==> config.mk <==
export PLATFORM = sky130hd
export DESIGN_NAME = crc_apb4_feeder
export DESIGN_NICKNAME = d
export VERILOG_FILES = /design/src/rtl/crc_apb4_feeder.sv
export SDC_FILE = /design/constraint.sdc
export NUM_CORES = 1
export LEC_CHECK = 0
export ABC_AREA = 1
export BUFFER_PORTS_ARGS = -buffer_cell sky130_fd_sc_hd__buf_2
export CORE_MARGIN = 2
export CORE_UTILIZATION = 40
export CTS_BUF_LIST = sky130_fd_sc_hd__clkbuf_4 sky130_fd_sc_hd__clkbuf_8
export DETAILED_ROUTE_END_ITERATION = 7
export GPL_ROUTABILITY_DRIVEN = 1
export PLACE_DENSITY = 0.73
export SYNTH_ARGS = -nofsm -noshare
export SYNTH_HDL_FRONTEND = slang
export SYNTH_SLANG_ARGS = --single-unit
==> constraint.sdc <==
create_clock -name pclk -period 1.45 [get_ports pclk]
set_input_delay 0.29 -clock pclk [delete_from_list [all_inputs] [get_ports pclk]]
set_output_delay 0.29 -clock pclk [all_outputs]
set_load 0.01 [all_outputs]
==> src/rtl/crc_apb4_feeder.sv <==
// Stream-to-APB4 feeder for the CRC16 engine: splits 32-bit beats into halfword
// writes to the DATA register, spacing them so the engine's nibble shifter is idle.
module crc_apb4_feeder #(
  parameter logic [31:0] DATA_ADDR  = 32'h0000_000C,
  parameter int unsigned GAP_CYCLES = 3,
  parameter int unsigned CNT_WIDTH  = 16
) (
  input  logic                 pclk,
  input  logic                 presetn,
  input  logic                 en_i,
  input  logic                 s_valid_i,
  output logic                 s_ready_o,
  input  logic [31:0]          s_data_i,
  input  logic                 s_half_i,
  input  logic                 s_last_i,
  output logic [31:0]          paddr_o,
  output logic                 psel_o,
  output logic                 penable_o,
  output logic                 pwrite_o,
  output logic [31:0]          pwdata_o,
  output logic [3:0]           pstrb_o,
  output logic [2:0]           pprot_o,
  input  logic                 pready_i,
  input  logic                 pslverr_i,
  input  logic [31:0]          prdata_i,
  output logic                 busy_o,
  output logic                 done_o,
  output logic                 err_o,
  input  logic                 err_clr_i,
  output logic [CNT_WIDTH-1:0] wr_cnt_o
);

  localparam int unsigned GW = 4;
  localparam logic [GW-1:0] GAP_LOAD = (GAP_CYCLES == 0) ? '0 : GW'(GAP_CYCLES - 1);

  typedef enum logic [1:0] {IDLE, SETUP, ACCESS, WAIT} state_t;

  state_t        state_q;
  logic [15:0]   hi_q;
  logic          hi_pend_q;
  logic          last_q;
  logic [GW-1:0] gap_q;

  logic xfer_done_c;
  logic exit_c;
  logic done_set_c;
  logic unused_prdata;

  assign pwrite_o      = 1'b1;
  assign pstrb_o       = 4'b1111;
  assign pprot_o       = 3'b000;
  assign busy_o        = (state_q != IDLE);
  assign unused_prdata = ^prdata_i;

  // Write completes on the ACCESS cycle with pready; the gap runs from there.
  assign xfer_done_c = (state_q == ACCESS) && pready_i;
  assign exit_c      = ((state_q == WAIT) && (gap_q == '0)) ||
                       (xfer_done_c && (GAP_CYCLES == 0));
  // done_o is registered, so it is armed one cycle ahead of the final gap cycle.
  assign done_set_c  = !hi_pend_q && last_q &&
                       (((state_q == WAIT) && (gap_q == GW'(1))) ||
                        (xfer_done_c && (GAP_CYCLES <= 1)));

  // Beat sequencing and APB request generation.
  always_ff @(posedge pclk or negedge presetn) begin
    if (!presetn) begin
      state_q   <= IDLE;
      s_ready_o <= 1'b0;
      psel_o    <= 1'b0;
      penable_o <= 1'b0;
      paddr_o   <= '0;
      pwdata_o  <= '0;
      hi_q      <= '0;
      hi_pend_q <= 1'b0;
      last_q    <= 1'b0;
      gap_q     <= '0;
    end else begin
      case (state_q)
        IDLE: begin
          if (s_valid_i && s_ready_o) begin
            s_ready_o <= 1'b0;
            psel_o    <= 1'b1;
            paddr_o   <= DATA_ADDR;
            pwdata_o  <= {16'h0000, s_data_i[15:0]};
            hi_q      <= s_data_i[31:16];
            hi_pend_q <= ~s_half_i;
            last_q    <= s_last_i;
            state_q   <= SETUP;
          end else begin
            s_ready_o <= en_i;
          end
        end
        SETUP: begin
          penable_o <= 1'b1;
          state_q   <= ACCESS;
        end
        ACCESS: begin
          if (pready_i) begin
            psel_o    <= 1'b0;
            penable_o <= 1'b0;
            gap_q     <= GAP_LOAD;
            state_q   <= WAIT;
          end
        end
        WAIT: begin
          if (gap_q != '0) gap_q <= gap_q - GW'(1);
        end
        default: state_q <= IDLE;
      endcase

      // Gap expiry: either launch the upper halfword or return to IDLE.
      if (exit_c) begin
        if (hi_pend_q) begin
          hi_pend_q <= 1'b0;
          pwdata_o  <= {16'h0000, hi_q};
          psel_o    <= 1'b1;
          state_q   <= SETUP;
        end else begin
          s_ready_o <= en_i;
          state_q   <= IDLE;
        end
      end
    end
  end

  // Status: done pulse, sticky error (new error beats clear), saturating count.
  always_ff @(posedge pclk or negedge presetn) begin
    if (!presetn) begin
      done_o   <= 1'b0;
      err_o    <= 1'b0;
      wr_cnt_o <= '0;
    end else begin
      done_o <= done_set_c;
      if (xfer_done_c && pslverr_i) begin
        err_o <= 1'b1;
      end else if (err_clr_i) begin
        err_o <= 1'b0;
      end
      if (xfer_done_c && (wr_cnt_o != '1)) begin
        wr_cnt_o <= wr_cnt_o + CNT_WIDTH'(1);
      end
    end
  end

endmodule

* Word-level counts from Yosys, hierarchy flattened
Cells that the tools add are included.
Cells by class: equality and inequality tests 9, bitwise logic cells 1, reductions and logical operators 21, add/subtract/negate cells 2, muxes and demuxes 29
Operator list (count):
- 32-bit 2-to-1 mux | 4
- 16-bit by 1-bit adder with 16-bit output, second input constant | 1
- 1-bit 2-to-1 mux | 16
- 16-bit != test, second input constant | 1
- 1-bit logical AND | 8
- 4-bit 2-to-1 mux | 2
- 4-bit case mux with 2 select lines | 1
- 2-bit nonzero test | 4
- 4-bit nonzero test | 2
- 2-bit 2-to-1 mux | 3
- 3-bit != test, second input constant | 2
- 2-bit case mux with 3 select lines | 1
- 3-bit AND reduction | 2
- 2-bit == test, second input constant | 2
- 4-bit by 1-bit == test with 1-bit output, second input constant | 1
- 4-bit logical NOT | 1
- 1-bit case mux with 2 select lines | 2
- 2-bit AND reduction | 2
- 4-bit by 1-bit subtractor with 4-bit output, second input constant | 1
- 2-bit by 1-bit == test with 1-bit output, second input constant | 1
- 2-bit logical NOT | 1
- 2-bit by 1-bit != test with 1-bit output, second input constant | 1
- 2-bit != test, second input constant | 1
- 1-bit logical NOT | 1
- 1-bit NOT | 1
Storage, ports and cells: register bits 78, input port bits 73, output and inout port bits 94

* Longest topological paths before layout
Gate-level depths: netlist of the first run.
depth in word-level cells 5, mapped depth 10, mapped depth without buffers 9

* Worst setup path before layout of the first run
OpenSTA, ideal clock, no wires.
path kind register -> register, start register wr_cnt_o[0], end register wr_cnt_o[5], clock period less this slack 1.513 ns, required time 1.334 ns, cell stages (with the launch flop) 10, buffers on the path 1, path slack -0.063 ns, arrival time 1.397 ns, setup time 0.116 ns, path through dfrtp_1 ha_1 nand3_2 inv_2 nand2_4 o21ai_2 nand2_2 buf_6 nand2_1 nand2_1
Between the ends: word-level cells in the longest chain between the ends 2, elaborated cells between the ends (all ways) 3, classes of those cells 1 x add/sub; 1 x eq/ne; 1 x reduce/logical
RTL lines:
- start, declared | RTL line 30 | output logic [CNT_WIDTH-1:0] wr_cnt_o
- start signal, assigned | RTL line 140 | wr_cnt_o <= wr_cnt_o + CNT_WIDTH'(1);
- branches (longest 2 deep; another with 16-bit by 1-bit adder with 16-bit output)
Several ways; the timed one is not identified. A chain may end at the register's enable or synchronous reset.

* Worst setup path in the final report of the first run
start register state_q[0], end register pwdata_o[29]
Between the ends: word-level cells in the longest chain between the ends 4, elaborated cells between the ends (all ways) 6, classes of those cells 1 x eq/ne; 3 x mux; 2 x reduce/logical
RTL lines:
- start, declared | RTL line 38 | state_t state_q;
- start signal, assigned | RTL line 67 | state_q <= IDLE;
- start signal, assigned | RTL line 88 | state_q <= SETUP;
- start signal, assigned | RTL line 95 | state_q <= ACCESS;
- 2-bit logical NOT | RTL line 78 | case (state_q)
- 32-bit 2-to-1 mux | RTL line 78
- 32-bit 2-to-1 mux | RTL line 113 | if (hi_pend_q) begin
- 32-bit 2-to-1 mux * | RTL line 112 | if (exit_c) begin
- end signal, assigned | RTL line 84 | pwdata_o <= {16'h0000, s_data_i[15:0]};
- end signal, assigned | RTL line 115 | pwdata_o <= {16'h0000, hi_q};
- end, declared | RTL line 20 | output logic [31:0] pwdata_o,
Mark *: on every way between the ends. The rest lies on a longest branch, timed or not.

==> flow_summary_export.csv, run 1 <==
group,metric,value,unit
outcome,status,"finished, violations left",
outcome,failed_checks,"setup timing",
final_layout,nFillCells,875,
synth,syn_inst,479,
timing,skew,0.00989,ns
synth,synthArstFlopShare,1.00,
drt,ant_nets,0,
synth,synth_cell_types,30,
synth,yosys.area.top_type,"dfrtp_1",
timing,fmax,640,MHz
synth,yosys.area.top_type_share,0.496,
run,maxCapViolCount,0,
timing,worst_slack,-0.113,ns
synth,synth_common_cells,"nand2_1 (169), dfrtp_1 (78), inv_1 (41)",
timing,rsz0062_at_grt,"true",
grt,grt_max_degree,79,
synth,yosys_warnings,0,
critical_path,path_buf_inv,4,
drt,drt_iter0_markers,70,
final_layout,fin_cells,744,
drt,drcViolationCount,0,
grt,grt_pass1_wl,14.2,mm
synth,synth_area_per_cell,8.22,µm²
synth,synth_area_leaders,"dfrtp_1 (50%), nand2_1 (16%), buf_4 (7.4%), inv_1 (3.9%), nand3_1 (3.6%)",
final_layout,diodes,0,
critical_path,critPathMaxFanout,21,
clock_network,clkLatencyLatePin,0.36,ns
die,io_pins,167,
clock_network,cts_root_buffer,"clkbuf_8",
critical_path,r2r_slack,-0.11,ns
placement,dp.cells,713,
clock_network,cts_tree,"yes",
critical_path,critPathMaxStageDelay,0.40,ns
clock_network,cts.sinks,78,
synth,synth-edff-count,0,
timing,setup_viol,42,
drt,routed_wirelength,9.39,mm
power_and_ir_drop,p_leak,0.00286,µW
drt,via_count,3420,
final_layout,final_util,0.537,
clock_network,numCtsBuffers,9,
placement,globalplace.congestion,0.884,
grt,antenna_found_initial,0,
timing,period_share,1.08,
timing,drv_slew,0,
die,fp.coreArea,9680,µm²
critical_path,cp-end-kind,"flop",
critical_path,cp-start-kind,"flop",
synth,ys_seq_area_frac,0.496,
placement,io_buffers,96,
grt,globalRouteOverflowTotal,0,
timing,fin_crit,1.56,ns
power_and_ir_drop,irDropWorstVdd,0.000867,V
die,die_y,103,µm
final_layout,syn2layout_area_growth,32.0,%
clock_network,clk_pin_slew,0.09,ns
final_layout,layout-drive-gt1-share,0.337,
synth,yosysMostFrequentCell,"nand2_1",
grt,grt_pass1_vias,3178,
drt,first_pass_iters,4,
critical_path,crit_chain,"buf_6 > ha_4 > inv_4 > nor3_4 > nand3_4 > clkbuf_16 > nand3_1 > inv_1",
die,start_util,0.406,
min_path,hold_class,"in -> reg",
critical_path,critPathSlowestCell,"dfrtp_1",
critical_path,crit_family,"buffers and inverters",
clock_network,clk_path_buf_depth,2,
die,row_count,36,
die,dieArea,10700,µm²
critical_path,crit_type,"reg -> reg",
drt,vias_per_cell,4.60,
clock_network,cts-htree-levels,3,
placement,dp_hpwl,5.96,mm
synth,synth_area,3940,µm²
critical_path,critPathArrivalTime,1.81,ns
drt,wl_per_cell,12.6,µm
critical_path,worstPathRequired,1.70,ns
synth,synth_seq_cells,78,
synth,synth-main-ff-cell,"dfrtp_1",
grt,grtUsageTotal,0.170,
final_layout,fin_nets,687,
power_and_ir_drop,p_per_area,1680,nW/µm²
die,dieWidth,103,µm
timing,hold_viol,0,
==> what timing repair did <==
action,in CTS,in global routing
endpoints found under the hold margin,78,0
hold buffers,1,0
setup endpoints to repair,38,57
pin swaps,3,4
setup buffers,2,7
resized for setup,16,51
gates cloned,0,5
==> layer usage <==
metal	part of all wire	global-route usage	vias up
met1	0.43	0.207	1599
met5	0	0	-
met3	0.075	0.0477	16
li1	-	-	1676
met2	0.47	0.279	129
met4	0.022	0.0840	0
==> stage by stage <==
stage / area (µm²) / total power (µW) / hold WS (ns) / setup TNS (ns) / setup WS [ns]
3_5_place_dp: 4580 / 6230 / 0.349 / -0.511 / -0.0894
6_report: 5200 / 8730 / 0.114 / -3.26 / -0.113
2_1_floorplan: 4090 / 5200 / -0.00559 / 0 / 0.0109
5_1_grt: 5200 / 9370 / 0.107 / -7.84 / -0.229
3_3_place_gp: 4580 / 6100 / 0.345 / 0 / 0.0155
4_1_cts: 4870 / 8300 / 0.0965 / -0.654 / -0.0469
==> path summary, 6_finish.rpt <==
| path | end | depth (start not counted) | from |
|---|---|---|---|
| setup / recovery | pwdata_o[29] | 8 | state_q[0] |
| hold / removal | err_o | 2 | err_clr_i |
| setup reg to reg | pwdata_o[29] | 8 | state_q[0] |
| hold reg to reg | hi_q[13] | 2 | hi_q[13] |
| max in group asynchronous | wr_cnt_o[2] | 3 | presetn |
| min in group asynchronous | s_ready_o | 3 | presetn |
==> registers in the layout (all words and copies together) (netlist names) <==
name       flops
hi_pend_q      1
paddr_o        1
err_o          1
done_o         1
wr_cnt_o      16
psel_o         1
last_q         1
penable_o      1
gap_q          4
hi_q          16
pwdata_o      32
state_q        2
s_ready_o      1
==> layout by cell type, fill, tap and decap left out, types with 3 or more instances in the layout <==
cell type,Yosys,layout
a21oi_1,3,3
a31oi_1,16,15
buf_12,1,4
buf_2,6,94
buf_4,39,27
buf_6,1,4
clkbuf_16,0,3
clkbuf_8,0,10
conb_1,2,38
dfrtp_1,78,74
dfrtp_2,0,4
ha_1,8,4
ha_4,0,3
inv_1,41,31
inv_2,2,9
inv_4,0,3
nand2_1,169,164
nand2_2,5,8
nand2_4,2,4
nand3_1,28,24
nand3_2,1,3
nand4_1,7,7
nor2_1,32,18
nor2_2,1,7
nor2_4,1,9
o21ai_0,11,7
o21ai_1,0,4
xnor2_1,4,4
xor2_1,6,6
==> area by class of cell <==
class / count / area, µm² / share of cell area
Sequential cell: 78 / 1960 / 0.377
Multi-Input combinational cell: 341 / 1800 / 0.346
Timing Repair Buffer: 133 / 883 / 0.170
Inverter: 43 / 169 / 0.0325
Tap cell: 133 / 166 / 0.0320
Clock buffer: 10 / 138 / 0.0265
Clock inverter: 6 / 85.1 / 0.0164
==> where the power goes <==
group / internal [µW] / leakage, µW / switching, µW
Clock: 1010 / 0.000108 / 828
Combinational: 1550 / 0.00176 / 1960
Sequential: 2850 / 0.000991 / 532
==> cells by family (layout without fill, tap and decap cells) <==
kind of cell,after synthesis,in the layout,share of synthesized area
xor+xnor,10,10,0.0222
buf+inv,97,192,0.138
flops,78,78,0.496
compound gates,32,32,0.0474
other cells,2,38,0.00191
simple gates,252,253,0.270
fa+ha+maj,8,8,0.0254
Power figures use the tool's default switching activity.
==> run 2: changes to the inputs <==
CORE_ASPECT_RATIO = 0.6   (was unset)
==> run 2 against run 1 <==
  * The flow still finishes with violations (setup timing)
  * Wire length is 3.3% higher
  * Design area is 2.1% lower
  * Flip-flop and latch count stayed put
  * Global-route usage is 0.53 points higher
==> flow_summary_export.csv, run 2 (synthesis results as in run 1) <==
group,metric,value,unit
critical_path,critPathArrivalTime,1.21,ns
die,io_pins,167,
clock_network,clkLatencyLatePin,0.34,ns
die,dieArea,10700,µm²
grt,globalRouteOverflowTotal,0,
final_layout,nFillCells,875,
drt,ant_nets,0,
drt,via_count,3448,
timing,fmax,666,MHz
clock_network,cts.sinks,78,
timing,setup_viol,6,
final_layout,layout_common_cells,"nand2_1 (156), buf_2 (94), dfrtp_1 (76)",
final_layout,layout_commonest_cell,"nand2_1",
final_layout,fin_nets,688,
drt,drcViolationCount,0,
critical_path,critPathMaxFanout,3,
final_layout,layout-drive-gt1-share,0.329,
placement,io_buffers,96,
final_layout,syn2layout_area_growth,29.3,%
timing,drv_slew,0,
grt,antenna_found_initial,0,
final_layout,largest-register,"pwdata_o",
power_and_ir_drop,p_sw,3310,µW
final_layout,regArea,1950,µm²
timing,skew,0.00647,ns
drt,routed_wirelength,9.69,mm
grt,grt_pass1_wl,14.9,mm
critical_path,worstPathRequired,1.16,ns
outcome,failed_checks,"setup timing",
power_and_ir_drop,seq_power_share,0.382,
final_layout,diodes,0,
die,fp.coreArea,9360,µm²
final_layout,largest_registers,"pwdata_o (32), hi_q (16), wr_cnt_o (16)",
power_and_ir_drop,p_leak,0.00284,µW
critical_path,crit_chain,"inv_2 > ha_4 > inv_4 > buf_6",
critical_path,critPathMaxStageDelay,0.40,ns
drt,wl_per_cell,13.1,µm
critical_path,cp-end-kind,"output port",
drt,drt_iter0_markers,257,
die,die_y,80.8,µm
final_layout,largest_reg_flops,32,
power_and_ir_drop,intPower,5360,µW
run,maxCapViolCount,0,
clock_network,cts_tree,"yes",
die,row_count,27,
timing,hold_viol,0,
clock_network,cts_root_buffer,"clkbuf_8",
placement,globalplace.congestion,0.899,
critical_path,crit_type,"reg -> out",
drt,vias_per_cell,4.65,
die,dieWidth,132,µm
grt,grt_pass1_vias,3084,
timing,fin_crit,1.50,ns
critical_path,cp-start-kind,"flop",
outcome,status,"finished, violations left",
min_path,hold_class,"in -> reg",
power_and_ir_drop,p_comb_frac,0.415,
die,start_util,0.421,
clock_network,numCtsBuffers,9,
clock_network,cts-htree-levels,3,
timing,worst_slack,-0.0507,ns
placement,dp_hpwl,6.84,mm
clock_network,clk_pin_slew,0.08,ns
grt,grtUsageTotal,0.175,
final_layout,final_util,0.544,
power_and_ir_drop,swShare,0.382,
grt,grt_max_degree,34,
power_and_ir_drop,p_clk_frac,0.204,
power_and_ir_drop,irDropWorstVdd,0.000643,V
timing,tns,-0.0649,ns
critical_path,critPathSlowestCell,"dfrtp_1",
power_and_ir_drop,p_per_area,1700,nW/µm²
power_and_ir_drop,p_total,8670,µW
drt,first_pass_iters,5,
clock_network,clk_path_buf_depth,2,
timing,period_share,1.03,
final_layout,multi_input_area,1740,µm²
timing,rsz0062_at_grt,"true",
run 2: cell types whose count changed in the layout (fill, tap and decap cells not counted), moves of 3 or more:
cell / delta
nor2_1: +10
nand2_2: +9
nand2_1: -8
nor2_4: -8
clkbuf_16: -3
clkinv_4: +3
inv_2: -3
o21ai_0: -3
o21ai_1: +3
run 2: power groups by stage:
stage	clock network, µW	logic [µW]	registers, µW
6_report	1760	3600	3310
5_1_grt	1900	4010	3400
3_5_place_dp	0	2990	3320
3_3_place_gp	0	2850	3290
2_1_floorplan	0	1750	3450
4_1_cts	1820	3280	3280
run 2: what timing repair did:
action                                 CTS  global route
setup endpoints to repair               36            57
hold buffers                             1             0
gates cloned                             1             0
setup buffers                            3             4
pin swaps                                3             8
gates resized for setup                 20            41
endpoints found under the hold margin   20             0
run 2: worst paths after layout:
| check | slack (ns) | to | depth (start not counted) | start |
|---|---|---|---|---|
| max reg2reg | -0.01 | wr_cnt_o[3] | 8 | wr_cnt_o[1] |
| min reg2reg | 0.48 | hi_q[8] | 2 | hi_q[8] |
| min | 0.12 | err_o | 2 | err_clr_i |
| min in group asynchronous | 0.39 | gap_q[2] | 2 | presetn |
| max in group asynchronous | 0.55 | pwdata_o[24] | 3 | presetn |
| max | -0.05 | busy_o | 4 | state_q[0] |
run 2: area by class of cell:
class | instances | share of cell area
Timing Repair Buffer | 134 | 0.166
Tap cell | 130 | 0.0320
Inverter | 43 | 0.0342
Multi-Input combinational cell | 341 | 0.342
Sequential cell | 78 | 0.384
Clock inverter | 6 | 0.0172
Clock buffer | 9 | 0.0243
run 2: metal layers:
metal / GRT usage / share of wire
met1: 0.244 / 0.45
met2: 0.273 / 0.48
met3: 0.0481 / 0.065
met4: 0.0446 / 0.0063
met5: 0 / 0
run 2: critical path, delay by kind of cell, from the launching register on:
family / cells / cell delay [ns]
flops: 1 / 0.40
buf+inv: 3 / 0.27
fa+ha+maj: 1 / 0.18
run 2: stage by stage:
step	std cells	setup WS (ns)	hold WS (ns)	instance area, µm²
finish	741	-0.0507	0.120	5090
global route	741	-0.101	0.112	5090
CTS	737	-0.0589	0.103	4960
detailed placement	717	-0.0882	0.223	4630
global placement	717	-0.0222	0.220	4630
floorplan	515	0.0109	-0.00559	4090
==> run 3: changes to the inputs <==
SETUP_SLACK_MARGIN = 0.02   (was unset)
==> run 3 against run 2 <==
  * The flow still finishes with violations (setup timing)
  * Critical path depth grew 3
  * Combinational power about the same
  * Die area is the same
  * Fmax is 1.9% lower
  * First-iteration DRC count decreased by 32%
  * Clock-buffer cell count unchanged
  * Hold slack better by 0.0092 ns
  * Critical path type is now reg -> reg
  * Critical endpoint is now pwdata_o[13]
  * Highest routed layer unchanged
==> flow_summary_export.csv, run 3 (synthesis results as in run 1) <==
group,metric,value,unit
critical_path,crit_type,"reg -> reg",
drt,drt_iter0_markers,175,
power_and_ir_drop,p_clk_frac,0.185,
placement,globalplace.congestion,0.961,
final_layout,layout_common_cells,"nand2_1 (162), buf_2 (94), dfrtp_1 (73)",
timing,setup_viol,40,
die,fp.coreArea,9360,µm²
die,dieWidth,132,µm
clock_network,cts_root_buffer,"clkbuf_8",
final_layout,layout-drive-gt1-share,0.368,
min_path,hold_class,"in -> reg",
final_layout,layout_commonest_cell,"nand2_1",
power_and_ir_drop,intPower,5220,µW
final_layout,multi_input_area,1900,µm²
power_and_ir_drop,p_comb_frac,0.419,
final_layout,regArea,1960,µm²
power_and_ir_drop,swShare,0.393,
power_and_ir_drop,seq_power_share,0.397,
outcome,status,"finished, violations left",
placement,dp_hpwl,6.55,mm
final_layout,diodes,0,
final_layout,largest-register,"pwdata_o",
grt,grt_pass1_wl,14.4,mm
grt,grtUsageTotal,0.174,
critical_path,cp-end-kind,"flop",
clock_network,clk_pin_slew,0.08,ns
grt,globalRouteOverflowTotal,0,
critical_path,critPathMaxFanout,8,
timing,drv_slew,0,
clock_network,clk_path_buf_depth,2,
critical_path,worstPathRequired,1.72,ns
clock_network,numCtsBuffers,9,
final_layout,syn2layout_area_growth,35.6,%
timing,skew,0.00666,ns
clock_network,cts.sinks,78,
drt,ant_nets,0,
critical_path,critPathArrivalTime,1.79,ns
clock_network,cts_tree,"yes",
drt,vias_per_cell,4.57,
placement,io_buffers,96,
drt,routed_wirelength,9.89,mm
final_layout,fin_nets,687,
power_and_ir_drop,irDropWorstVdd,0.000667,V
power_and_ir_drop,p_leak,0.00289,µW
drt,first_pass_iters,5,
critical_path,r2r_slack,-0.08,ns
timing,period_share,1.05,
clock_network,cts-htree-levels,3,
outcome,failed_checks,"setup timing",
grt,antenna_found_initial,0,
final_layout,final_util,0.570,
die,die_y,80.8,µm
die,row_count,27,
final_layout,largest_registers,"pwdata_o (32), hi_q (16), wr_cnt_o (16)",
die,io_pins,167,
die,start_util,0.421,
final_layout,largest_reg_flops,32,
final_layout,nFillCells,862,
timing,worst_slack,-0.0797,ns
grt,grt_pass1_vias,2909,
timing,fin_crit,1.53,ns
grt,grt_max_degree,72,
critical_path,cp-start-kind,"flop",
drt,drcViolationCount,0,
timing,rsz0062_at_grt,"true",
run,maxCapViolCount,0,
drt,wl_per_cell,13.4,µm
drt,via_count,3388,
placement,pre_cts_ws,-0.0531,ns
timing,fmax,654,MHz
power_and_ir_drop,p_sw,3380,µW
timing,hold_viol,0,
clock_network,clkLatencyLatePin,0.35,ns
die,dieArea,10700,µm²
power_and_ir_drop,p_per_area,1610,nW/µm²
run 3: changes by cell type in the layout (fill, tap and decap cells not counted), moves of 5 or more:
cell and change:
nor2_1 -15, nor2_4 +11, nand2_2 -7, nand2_1 +6, a31oi_1 -5, buf_4 -5, clkbuf_16 +5, inv_2 +5
run 3: cell type report:
class	instances	area share
inverters	43	0.0317
flip-flops and latches	78	0.367
clock buffers	9	0.0232
well taps	130	0.0305
multi-input cells	341	0.356
clock inverters	7	0.0122
repair buffers	133	0.179
run 3: worst paths after layout:
kind / from / endpoint / depth (start not counted)
worst max-delay path: state_q[0] / pwdata_o[13] / 7
worst min-delay path: s_data_i[22] / hi_q[6] / 3
worst max register to register: state_q[0] / pwdata_o[13] / 7
worst min register to register: psel_o / psel_o / 2
max in group asynchronous: presetn / wr_cnt_o[6] / 3
min in group asynchronous: presetn / wr_cnt_o[8] / 2
run 3: routing by layer:
metal  vias up  wire length, µm  global-route usage
met4         0              105              0.0598
met3        14              524              0.0443
met2       110             4620               0.263
met5         -                0                   0
li1       1674                -                   -
met1      1590             4650               0.245
run 3: per-stage QoR:
stage / total power [µW] / instance area (µm²) / setup TNS, ns / hold slack [ns] / instances
global placement: 6160 / 4610 / -0.000549 / 0.122 / 714
finish: 8600 / 5340 / -1.58 / 0.129 / 741
floorplan: 5210 / 4090 / 0 / -0.00559 / 515
detailed placement: 6310 / 4610 / -0.391 / 0.127 / 714
global route: 9200 / 5340 / -5.45 / 0.120 / 741
CTS: 8250 / 4950 / -0.310 / 0.108 / 734
run 3: what timing repair did:
| item | in CTS | in global routing |
|---|---|---|
| hold endpoints to repair | 7 | 0 |
| setup buffers | 2 | 1 |
| hold buffers | 1 | 0 |
| cloned | 1 | 6 |
| setup endpoints to repair | 36 | 58 |
| pin swaps | 2 | 7 |
| resized for setup | 36 | 59 |
run 3: worst max-delay path: stages, from the launching register on:
cell and delay [ns]:
dfrtp_1 0.42, ha_4 0.18, inv_4 0.04, nor3_4 0.21, nand3_4 0.10, buf_12 0.16, clkbuf_16 0.17, a31oi_2 0.16
run 3: power by group through the flow:
stage	clock [µW]	combinational (µW)	sequential, µW
6_report	1590	3600	3410
3_5_place_dp	0	3000	3310
3_3_place_gp	0	2880	3290
4_1_cts	1650	3300	3310
2_1_floorplan	0	1760	3450
5_1_grt	1720	3990	3490
